**config.mk**
```make
export PLATFORM = sky130hd
export DESIGN_NAME = cell_select_decoder_flat
export DESIGN_NICKNAME = d
export VERILOG_FILES = /design/src/rtl/cell_select_decoder_if.sv /design/src/rtl/cell_select_decoder.sv /design/src/flat_wrapper.sv
export SDC_FILE = /design/constraint.sdc
export NUM_CORES = 1
export LEC_CHECK = 0
export CAP_MARGIN = 15
export CORE_MARGIN = 2
export CORE_UTILIZATION = 40
export DETAILED_ROUTE_END_ITERATION = 12
export PLACE_DENSITY = 0.67
export SLEW_MARGIN = 20
export SYNTH_ARGS = -nofsm -noshare
export SYNTH_HDL_FRONTEND = slang
export SYNTH_SLANG_ARGS = --single-unit
```
**constraint.sdc**
```tcl
create_clock -name i_clk -period 3.15 [get_ports i_clk]
set_input_delay 0.315 -clock i_clk [delete_from_list [all_inputs] [get_ports i_clk]]
set_output_delay 0.315 -clock i_clk [all_outputs]
set_load 0.1 [all_outputs]
```
**src/rtl/cell_select_decoder_if.sv**
```systemverilog
// Bus between the grid controller (master) and the cell select decoder (slave).
// The controller drives mode/address/strobe requests; the decoder returns the
// registered one-hot select and its status flags.
interface cell_select_decoder_if #(
    parameter int ADDR_WIDTH = 4,
    parameter int NUM_CELLS  = 16
);
    logic                  en;
    logic                  mode;
    logic [ADDR_WIDTH-1:0] addr_in;
    logic                  load;
    logic                  step;
    logic                  err_clr;
    logic [NUM_CELLS-1:0]  sel;
    logic [ADDR_WIDTH-1:0] sel_addr;
    logic                  sel_valid;
    logic                  wrap;
    logic                  err;

    modport master (
        output en, mode, addr_in, load, step, err_clr,
        input  sel, sel_addr, sel_valid, wrap, err
    );

    modport slave (
        input  en, mode, addr_in, load, step, err_clr,
        output sel, sel_addr, sel_valid, wrap, err
    );
endinterface

```
**src/rtl/cell_select_decoder.sv**
```systemverilog
// Registered one-hot cell select decoder with DIRECT (decode a loaded address)
// and SCAN (auto-stepping, wrapping pointer) modes. All outputs come from
// registers, so every input effect is visible one cycle later.
module cell_select_decoder #(
    parameter int ADDR_WIDTH = 4,
    parameter int NUM_CELLS  = 16
) (
    input  logic                   i_clk,
    input  logic                   i_rst,
    cell_select_decoder_if.slave   io_bus
);
    typedef enum logic [1:0] {
        ST_IDLE   = 2'd0,
        ST_DIRECT = 2'd1,
        ST_SCAN   = 2'd2
    } state_t;

    localparam logic [ADDR_WIDTH-1:0] LAST_ADDR = ADDR_WIDTH'(NUM_CELLS - 1);
    localparam logic [NUM_CELLS-1:0]  SEL_FIRST = NUM_CELLS'(1);

    state_t                r_state;
    logic [NUM_CELLS-1:0]  r_sel;
    logic [ADDR_WIDTH-1:0] r_sel_addr;
    logic                  r_sel_valid;
    logic                  r_wrap;
    logic                  r_err;

    logic [NUM_CELLS-1:0]  w_dec_in;
    logic [NUM_CELLS-1:0]  w_dec_inc;
    logic [ADDR_WIDTH-1:0] w_addr_inc;
    logic                  w_in_range;
    logic                  w_at_last;
    logic                  w_err_set;

    // Next pointer for a SCAN step; wraps from the last cell back to 0.
    assign w_at_last  = (r_sel_addr == LAST_ADDR);
    assign w_addr_inc = w_at_last ? '0 : r_sel_addr + 1'b1;

    // Per-cell comparators: one-hot decode of the loaded address and of the
    // stepped pointer. An out-of-range address decodes to all zeros.
    genvar gi;
    generate
        for (gi = 0; gi < NUM_CELLS; gi++) begin : g_dec
            assign w_dec_in[gi]  = (io_bus.addr_in == ADDR_WIDTH'(gi));
            assign w_dec_inc[gi] = (w_addr_inc     == ADDR_WIDTH'(gi));
        end
    endgenerate

    assign w_in_range = |w_dec_in;
    assign w_err_set  = io_bus.en && io_bus.load && !w_in_range;

    // Mode FSM together with all registered outputs.
    always_ff @(posedge i_clk) begin
        if (i_rst) begin
            r_state     <= ST_IDLE;
            r_sel       <= '0;
            r_sel_addr  <= '0;
            r_sel_valid <= 1'b0;
            r_wrap      <= 1'b0;
            r_err       <= 1'b0;
        end else begin
            r_wrap <= 1'b0;

            // Sticky error: a new error wins over a clear in the same cycle.
            if (w_err_set) begin
                r_err <= 1'b1;
            end else if (io_bus.err_clr) begin
                r_err <= 1'b0;
            end

            if (!io_bus.en) begin
                r_state     <= ST_IDLE;
                r_sel       <= '0;
                r_sel_valid <= 1'b0;
            end else if (!io_bus.mode) begin
                r_state <= ST_DIRECT;
                if (io_bus.load) begin
                    // Out-of-range loads still report the address so the
                    // controller can see what was rejected.
                    r_sel_addr  <= io_bus.addr_in;
                    r_sel       <= w_dec_in;
                    r_sel_valid <= w_in_range;
                end
            end else begin
                r_state <= ST_SCAN;
                if (io_bus.load && w_in_range) begin
                    // Jump takes priority over both a step and the entry reset.
                    r_sel_addr  <= io_bus.addr_in;
                    r_sel       <= w_dec_in;
                    r_sel_valid <= 1'b1;
                end else if (r_state != ST_SCAN) begin
                    r_sel_addr  <= '0;
                    r_sel       <= SEL_FIRST;
                    r_sel_valid <= 1'b1;
                end else if (io_bus.step && !io_bus.load) begin
                    r_sel_addr  <= w_addr_inc;
                    r_sel       <= w_dec_inc;
                    r_sel_valid <= 1'b1;
                    r_wrap      <= w_at_last;
                end
            end
        end
    end

    assign io_bus.sel       = r_sel;
    assign io_bus.sel_addr  = r_sel_addr;
    assign io_bus.sel_valid = r_sel_valid;
    assign io_bus.wrap      = r_wrap;
    assign io_bus.err       = r_err;
endmodule
```
**src/flat_wrapper.sv**
```systemverilog
// flat-port wrapper written by rule: the top's interface ports become plain ports
module cell_select_decoder_flat 
#(
    parameter int ADDR_WIDTH = 4,
    parameter int NUM_CELLS  = 16
)
  (i_clk, i_rst, io_bus_en, io_bus_mode, io_bus_addr_in, io_bus_load, io_bus_step, io_bus_err_clr, io_bus_sel, io_bus_sel_addr, io_bus_sel_valid, io_bus_wrap, io_bus_err);
  cell_select_decoder_if #(.ADDR_WIDTH(ADDR_WIDTH), .NUM_CELLS(NUM_CELLS)) io_bus_i ();
  input  logic i_clk;
  input  logic i_rst;
  input wire logic [$bits(io_bus_i.en)-1:0] io_bus_en;
  input wire logic [$bits(io_bus_i.mode)-1:0] io_bus_mode;
  input wire logic [$bits(io_bus_i.addr_in)-1:0] io_bus_addr_in;
  input wire logic [$bits(io_bus_i.load)-1:0] io_bus_load;
  input wire logic [$bits(io_bus_i.step)-1:0] io_bus_step;
  input wire logic [$bits(io_bus_i.err_clr)-1:0] io_bus_err_clr;
  output wire logic [$bits(io_bus_i.sel)-1:0] io_bus_sel;
  output wire logic [$bits(io_bus_i.sel_addr)-1:0] io_bus_sel_addr;
  output wire logic [$bits(io_bus_i.sel_valid)-1:0] io_bus_sel_valid;
  output wire logic [$bits(io_bus_i.wrap)-1:0] io_bus_wrap;
  output wire logic [$bits(io_bus_i.err)-1:0] io_bus_err;
  assign io_bus_i.en = io_bus_en;
  assign io_bus_i.mode = io_bus_mode;
  assign io_bus_i.addr_in = io_bus_addr_in;
  assign io_bus_i.load = io_bus_load;
  assign io_bus_i.step = io_bus_step;
  assign io_bus_i.err_clr = io_bus_err_clr;
  assign io_bus_sel = io_bus_i.sel;
  assign io_bus_sel_addr = io_bus_i.sel_addr;
  assign io_bus_sel_valid = io_bus_i.sel_valid;
  assign io_bus_wrap = io_bus_i.wrap;
  assign io_bus_err = io_bus_i.err;
  cell_select_decoder #(.ADDR_WIDTH(ADDR_WIDTH), .NUM_CELLS(NUM_CELLS)) u_core (.i_clk(i_clk), .i_rst(i_rst), .io_bus(io_bus_i));
endmodule
```
==> qor.txt, run 1 <==
setup tns final: 0 ps
final hold vios: 0
initial antenna violation count: 0
Clock Root Buffer: clkbuf_4
layout cells sized above 1: 7.18%
global route overflow: 0
drt wl/cell: 14.8 um
Pwr Total: 680 uW
Psw: 248 uW
Worst-Skew Late Latency: 320 ps
port bufs: 33
ys async rst share: 0%
Critical Path AT: 1840 ps
CTS tree: done
crit-path max cell delay: 1140 ps
crit-path cells: clkdlybuf4s50_1
Fillers: 340
CP required: 2830 ps
Cell Area, Synth: 1340 um2
postcts setup bufs: 0
Clk network pwr share: 21.4%
number of flops mapped to enable cells by yosys: 0
RSZ-0062 raised after global routing: false
Unique masters post-synth: 39
Die X: 61.9 um
status: complete, no violations
DPL Wire Length: 2390 um
vias per inst: 5.76
Worst slew margin: 34.8%
multi-input logic area: 758 um2
share of the synthesized area in the top cell type: 37.3%
final WL: 3370 um
Layout Area Growth over Synthesis: 25.9%
synth top area cells: dfxtp_1 (37%), o21ai_0 (4.9%), a31oi_1 (4.2%)
FF/Latch Area: 500 um2
Worst Skew: 4.11 ps
Num CTS Buffers: 3
FF-to-FF path depth: 4
largest net degree at the start of global routing: 42
maximum VDD drop: 0.205 mV
DR DRC count: 0
Endpoint, Worst Hold: u_core.io_bus.err
R2R Path Start: u_core.io_bus.sel_addr[0]
biggest area consumer among synthesized cells: dfxtp_1
GP Congestion: 0.800
CTS Buffer Depth: 2
worst-path maximum fanout: 2
post-layout minimum cycle time: 2150 ps
Pwr Density: 402 nW/um2
# rows: 21
FF+latch count, synth: 25
Gate power share: 28.6%
cell with the most instances after synthesis: dfxtp_1
Syn Inst Count: 157
Synth warnings: 0
Synth top cells by count: dfxtp_1 (25), o21ai_0 (13), a31oi_1 (9), nand2_1 (9), a21oi_1 (8)
initial DRC count: 69
first-pass GRT wire length: 5610 um
Worst Tran Pin Value: 975 ps
Final Net Count: 197
final setup fails: 0
hold bufs inserted after CTS: 0
Max Fclk: 0.464 GHz
fraction of power spent switching nets: 36.5%
crit end category: output pin
post_cts resized: 0
post-route antenna net violation count: 0
Net Count, Synth: 172
R2R setup slack: 1050 ps
Internal: 432 uW
Initial Util: 40.8%
critical path depth: 1
hold wc startpoint: u_core.io_bus.err
max_cap viols: 0
vias in the first global route: 1267
Setup Crit Path Kind: reg -> out
# IOs: 34
reg2reg end: u_core.io_bus.sel[2]
Tcrit/Tclk final: 68.4%
Crit path max-delay family: buffers and inverters
Die Height: 61.9 um
Synth Area per Inst: 8.54 um2
Flop pwr share: 50.0%
clk sinks: 25
sequential share of the synthesized area: 37.3%
Main synth FF type: dfxtp_1
Worst Hold Class: reg -> reg
Core Area: 3280 um2
Clock transition at path regs: 140 ps
GR Util All Layers: 19.3%
die area: 3830 um2
max-slew violation count: 0
leak pwr: 0.000559 uW
crit path launch type: register
Hold Crit Depth: 1
routed vias: 1307
H-tree levels: 1
critical path buffer and inverter count: 1
Pre-antenna DRT Iters: 4
n_diodes: 0
slowest CP cell: clkdlybuf4s50_1
[worst max path at each step]
stage / start / to / slack, ps
final: u_core.io_bus.sel[2] / io_bus_sel[2] / 1000
after global routing: u_core.io_bus.sel_addr[0] / u_core.io_bus.sel_addr[3] / 890
after CTS: u_core.io_bus.sel[2] / io_bus_sel[2] / 990
after detailed placement: io_bus_step / u_core.io_bus.sel[0] / 750
after global placement: io_bus_step / u_core.io_bus.sel[0] / 800
after floorplan: u_core.io_bus.sel_addr[1] / u_core.io_bus.sel[7] / 830
[kinds of logic (layout without fill, tap and decap cells)]
kind of cell,Yosys count,after routing,synth area share [%]
DFF,25,25,37.3
xor gates and xnor gates,2,2,1.31
and+or+nand+nor,56,56,24.6
buffers and inverters,19,43,6.25
AOI/OAI and AO/OA,51,51,26.8
adders and majority gates,4,4,3.73
[registers in the layout, indices dropped and copies added, names as in the netlist]
| register | flops |
|---|---|
| u_core.io_bus.wrap | 1 |
| u_core.io_bus.sel | 16 |
| u_core.io_bus.sel_addr | 4 |
| u_core.io_bus.err | 1 |
| u_core.r_state | 2 |
| u_core.io_bus.sel_valid | 1 |
[power by group through the flow]
stage	Combinational (uW)	Clock [uW]	Sequential, uW
floorplan	69.1	0	422
global placement	190	0	346
detailed placement	193	0	347
CTS	193	147	340
global route	207	160	342
finish	194	145	340
[through the flow]
stage	instance area (um2)	instances	hold WS (ps)	util [%]	setup slack, ps
floorplan	1340	157	384	-	829
global placement	1660	223	460	50.6	805
detailed placement	1660	223	463	50.6	749
CTS	1690	227	483	51.4	987
global route	1690	227	496	51.4	889
finish	1690	227	479	51.4	996
[layout by cell type (no fill, tap or decap), types with 2 or more instances in the layout]
cell type         n
clkdlybuf4s50_1  29
ha_1              4
and2_1            2
a32oi_1           2
nand2_1           9
nor2b_1           2
nor3_1            3
o221a_2           2
nor2_1            7
o32a_1            3
a311oi_1          3
clkbuf_4          3
or3_1             4
dfxtp_1          25
buf_4             5
o21ai_0          13
a21oi_1           8
inv_1             5
nand2b_1          6
nand3_1           5
nand3b_1          2
a22oi_1           2
o41ai_1           2
a31oi_1           9
nand4b_1          5
nand4_1           7
[layout make-up]
cell class | instances | share of cell area (%)
timing repair buffer | 34 | 19.4
tap | 46 | 3.41
multi-input combinational | 113 | 44.9
sequential | 25 | 29.6
inverter | 5 | 1.11
clock buffer | 4 | 1.56
[metal layers]
layer,part of all wire [%],track usage [%],vias up,routed length (um)
met5,0,0,-,0
met4,0.86,7.29,0,29
met3,4.6,2.90,4,156
met2,48,31.7,41,1610
met1,47,25.5,616,1570
li1,-,-,646,-
No activity file was read; power rests on OpenSTA's default activity.
==> run 2: changes to the inputs <==
--- a/config.mk
+++ b/config.mk
@@ -9,7 +9,7 @@
 export CORE_MARGIN = 2
 export CORE_UTILIZATION = 40
 export DETAILED_ROUTE_END_ITERATION = 12
-export PLACE_DENSITY = 0.67
+export PLACE_DENSITY = 0.7
 export SLEW_MARGIN = 20
 export SYNTH_ARGS = -nofsm -noshare
 export SYNTH_HDL_FRONTEND = slang
==> constraint.sdc (replaced) <==
create_clock -name i_clk -period 1.8 [get_ports i_clk]
set_input_delay 0.18 -clock i_clk [delete_from_list [all_inputs] [get_ports i_clk]]
set_output_delay 0.18 -clock i_clk [all_outputs]
set_load 0.1 [all_outputs]
==> run 2 against run 1 <==
Design area grew 5.1%. First-iteration DRC count is 5.8% lower. Routed wire length is 5.0% higher. Via count grew 4.5%. Worst hold slack lost 77 ps. Clock power up 77%. Global-route usage rose by 1.7 points. Flip-flop and latch count unchanged. Clock skew up 2.8 ps. Core utilization grew 2.6 points.
==> qor.txt, run 2 (synthesis results as in run 1) <==
CP required: 2050 ps
Tcrit/Tclk final: 90.8%
setup tns final: 0 ps
H-tree levels: 1
Worst Setup SP: u_core.io_bus.sel_addr[0]
post-layout minimum cycle time: 1630 ps
final setup fails: 0
largest net degree at the start of global routing: 23
status: complete, no violations
Core Area: 3280 um2
slack of the critical path: 166 ps
Clock transition at path regs: 140 ps
drt wl/cell: 14.6 um
vias per inst: 5.62
Clock Root Buffer: clkbuf_4
worst-path maximum fanout: 13
Die X: 61.9 um
Worst slew margin: 67.5%
Worst Skew: 6.91 ps
hold bufs inserted after CTS: 0
initial DRC count: 65
final hold vios: 0
vias in the first global route: 1310
routed vias: 1366
DPL Wire Length: 2660 um
n_diodes: 0
layout cells sized above 1: 26.4%
FF-to-FF path depth: 5
max-slew violation count: 0
CTS Buffer Depth: 2
port bufs: 33
initial antenna violation count: 0
# rows: 21
Layout Area Growth over Synthesis: 32.4%
clk sinks: 25
global route overflow: 0
Setup Crit Path Kind: reg -> reg
leak pwr: 0.000677 uW
R2R Path Start: u_core.io_bus.sel_addr[0]
post-route antenna net violation count: 0
commonest non-fill, non-tap cell in the layout: buf_4
Worst Tran Pin Value: 485 ps
post_cts resized: 0
GR Util All Layers: 21.0%
GP Congestion: 0.862
max_cap viols: 0
Initial Util: 40.8%
RSZ-0062 raised after global routing: false
R2R setup slack: 170 ps
Num CTS Buffers: 3
final WL: 3540 um
Worst-Skew Late Latency: 320 ps
Die Height: 61.9 um
crit-path cells: ha_1 > o311ai_2 > buf_4 > or3_1 > a31oi_1
reg2reg end: u_core.io_bus.sel[5]
Critical Path AT: 1890 ps
hold wc startpoint: io_bus_err_clr
first-pass GRT wire length: 6000 um
DR DRC count: 0
Max Fclk: 0.612 GHz
Worst Hold Class: in -> reg
Pwr Density: 683 nW/um2
final core utilization: 54.1%
pre-CTS WS: 44.2 ps
Hold Crit Depth: 2
maximum VDD drop: 0.358 mV
Largest register FFs: 16
slowest CP cell: dfxtp_4
crit end category: register
CTS tree: done
Final Net Count: 213
crit path launch type: register
die area: 3830 um2
# IOs: 34
crit-path max cell delay: 420 ps
Endpoint, Worst Hold: u_core.io_bus.err
most frequent cells in the layout: buf_4 (40), dfxtp_1 (21), o21ai_0 (13)
postcts setup bufs: 0
Pre-antenna DRT Iters: 5
run 2: worst max-delay path by stage:
stage | end | slack, ps | cells after the start
after floorplan | u_core.io_bus.sel[1] | 40 | 6
after global placement | u_core.io_bus.sel_addr[2] | 60 | 6
after detailed placement | u_core.io_bus.sel_addr[2] | 40 | 6
after CTS | u_core.io_bus.sel_addr[3] | 160 | 5
after global routing | u_core.io_bus.sel_addr[3] | 30 | 5
final | u_core.io_bus.sel[5] | 170 | 5
run 2: area by class of cell:
cell class                 instances  area (um2)
timing repair buffer              50         400
inverter                           5        18.8
clock buffer                       3        22.5
multi-input combinational        113         757
sequential                        25         513
tap                               46        57.6
fill                             325        1510
clock inverter                     1        6.26
run 2: power by group:
part / switching, uW / internal (uW) / total [uW]
registers: 21.6 / 574 / 595
logic: 250 / 110 / 360
clock network: 171 / 86.3 / 257
total: 443 / 770 / 1210
run 2: metrics by stage:
step | area, um2 | power (uW) | std cells | hold WS [ps]
2_1_floorplan | 1350 | 859 | 157 | 239
6_report | 1780 | 1210 | 243 | 401
4_1_cts | 1780 | 1230 | 243 | 387
3_5_place_dp | 1750 | 967 | 239 | 468
3_3_place_gp | 1750 | 961 | 239 | 459
5_1_grt | 1780 | 1290 | 243 | 391
run 2: per-layer routing:
metal / wire length (um) / vias to the layer above / global-route usage (%)
met5: 0 / - / 0
met4: 25 / 0 / 7.29
met3: 175 / 2 / 2.90
met2: 1730 / 41 / 34.1
met1: 1600 / 644 / 28.5
li1: - / 679 / -
run 2: worst max-delay path, delay by kind of cell, from the launching register on:
family	cells	cell delay [ps]
flip-flops	1	420
AND/OR/NAND/NOR	1	380
AO/OA/AOI/OAI	2	310
adder cells (fa/ha/maj)	1	270
buffers and inverters	1	190
==> run 3: changes to the inputs <==
--- a/config.mk
+++ b/config.mk
@@ -6,11 +6,12 @@
 export NUM_CORES = 1
 export LEC_CHECK = 0
 export CAP_MARGIN = 15
+export CORE_ASPECT_RATIO = 1.1
 export CORE_MARGIN = 2
 export CORE_UTILIZATION = 40
 export DETAILED_ROUTE_END_ITERATION = 12
 export PLACE_DENSITY = 0.7
-export SLEW_MARGIN = 20
+export SLEW_MARGIN = 40
 export SYNTH_ARGS = -nofsm -noshare
 export SYNTH_HDL_FRONTEND = slang
 export SYNTH_SLANG_ARGS = --single-unit
==> run 3 against run 2 <==
Non-clock buffer count is 4 lower. Routed wire length decreased by 1.9%. Worst hold slack got worse by 11 ps. Core utilization shrank 0.77 points. Die area hardly changed. Combinational power hardly changed. Critical path type unchanged. Largest power group unchanged.
==> qor.txt, run 3 (synthesis results as in run 1) <==
RSZ-0062 raised after global routing: false
commonest non-fill, non-tap cell in the layout: buf_4
pre-CTS WS: -23.7 ps
global route overflow: 0
DPL Wire Length: 2590 um
# IOs: 34
crit-path cells: ha_2 > o311ai_2 > buf_4 > or3_1 > a31oi_1
Clock Root Buffer: clkbuf_4
Tcrit/Tclk final: 90.5%
worst-path maximum fanout: 13
Crit path max-delay family: flip-flops
Worst-Skew Late Latency: 320 ps
Largest register FFs: 16
H-tree levels: 1
Worst Skew: 3.00 ps
Num CTS Buffers: 3
setup tns final: 0 ps
Pre-antenna DRT Iters: 4
port bufs: 33
post-layout minimum cycle time: 1630 ps
largest net degree at the start of global routing: 38
crit-path max cell delay: 410 ps
Setup Crit Path Kind: reg -> reg
Core Area: 3280 um2
vias in the first global route: 1283
Pwr Density: 689 nW/um2
GR Util All Layers: 19.4%
Final Net Count: 209
critical path buffer and inverter count: 1
Initial Util: 40.9%
drt wl/cell: 15.2 um
max-slew violation count: 0
GP Congestion: 0.836
final WL: 3470 um
crit path launch type: register
leak pwr: 0.000661 uW
Clock transition at path regs: 130 ps
slowest CP cell: dfxtp_4
max_cap viols: 0
routed vias: 1360
# rows: 22
n_diodes: 0
final hold vios: 0
worst hold slack: 390 ps
clk sinks: 25
initial antenna violation count: 0
CTS Buffer Depth: 2
Worst slew margin: 72.8%
DR DRC count: 0
initial DRC count: 39
die area: 3830 um2
Worst Tran Pin Value: 407 ps
most frequent cells in the layout: buf_4 (35), dfxtp_1 (21), o21ai_0 (13)
Die Height: 64.7 um
Layout Area Growth over Synthesis: 30.1%
Die X: 59.2 um
placed cells: 225
first-pass GRT wire length: 5780 um
Worst Hold Class: in -> reg
crit end category: register
Post-DP Area: 1720 um2
slack of the critical path: 171 ps
CP required: 2050 ps
layout cells sized above 1: 24.9%
Max Fclk: 0.614 GHz
Finished Cell Area: 1750 um2
Fillers: 323
status: complete, no violations
vias per inst: 5.94
CTS tree: done
maximum VDD drop: 0.308 mV
Critical Path AT: 1880 ps
post-route antenna net violation count: 0
Final Non-Filler Cells: 229
final setup fails: 0
==> run 3: power breakdown <==
| part | leakage, uW | switching [uW] | internal, uW |
|---|---|---|---|
| logic | 0.000439 | 249 | 110 |
| registers | 0.000206 | 21.5 | 574 |
| clock network | 0.0000150 | 160 | 86.7 |
==> run 3: path summary, 6_finish.rpt <==
path                                           startpoint                      end  slack (ps)  cells after the start
worst max register to register  u_core.io_bus.sel_addr[0]     u_core.io_bus.sel[6]         170                      5
worst min-delay path                       io_bus_err_clr        u_core.io_bus.err         390                      2
worst min register to register    u_core.io_bus.sel_valid  u_core.io_bus.sel_valid         480                      2
worst max-delay path            u_core.io_bus.sel_addr[0]     u_core.io_bus.sel[6]         170                      5
==> run 3: worst reg2reg max path: cells and delay by family, from the launching register on <==
kind / cells / cell delay (ps)
adder cells (fa/ha/maj): 1 / 270
AND/OR/NAND/NOR: 1 / 400
buffers and inverters: 1 / 200
AO/OA/AOI/OAI: 2 / 290
flip-flops: 1 / 410
==> run 3: cell type report <==
cell class / instances / area [um2] / share of cell area (%)
multi-input combinational: 113 / 759 / 43.5
sequential: 25 / 513 / 29.4
timing repair buffer: 46 / 383 / 21.9
tap: 36 / 45.0 / 2.58
clock buffer: 4 / 26.3 / 1.51
inverter: 5 / 18.8 / 1.08
==> run 3: layer usage <==
metal  track usage [%]  up-vias  share of wire, %
met5                 0        -                 0
met4              7.39        0               2.0
met3              2.99        7               4.1
met2              33.4       33                49
met1              23.6      648                45
li1                  -      672                 -
==> run 3: per-stage QoR <==
stage	utilization, %	total power (uW)
after detailed placement	52.4	965
after CTS	53.2	1210
after global placement	52.4	960
after global routing	53.3	1260
after floorplan	-	859
final	53.3	1200
==> run 3: repair_timing <==
item / in CTS / in global routing
hold buffers: 0 / 0
buffers inserted: 0 / 0
resized for setup: 0 / 1
endpoints found under the setup margin: 0 / 1
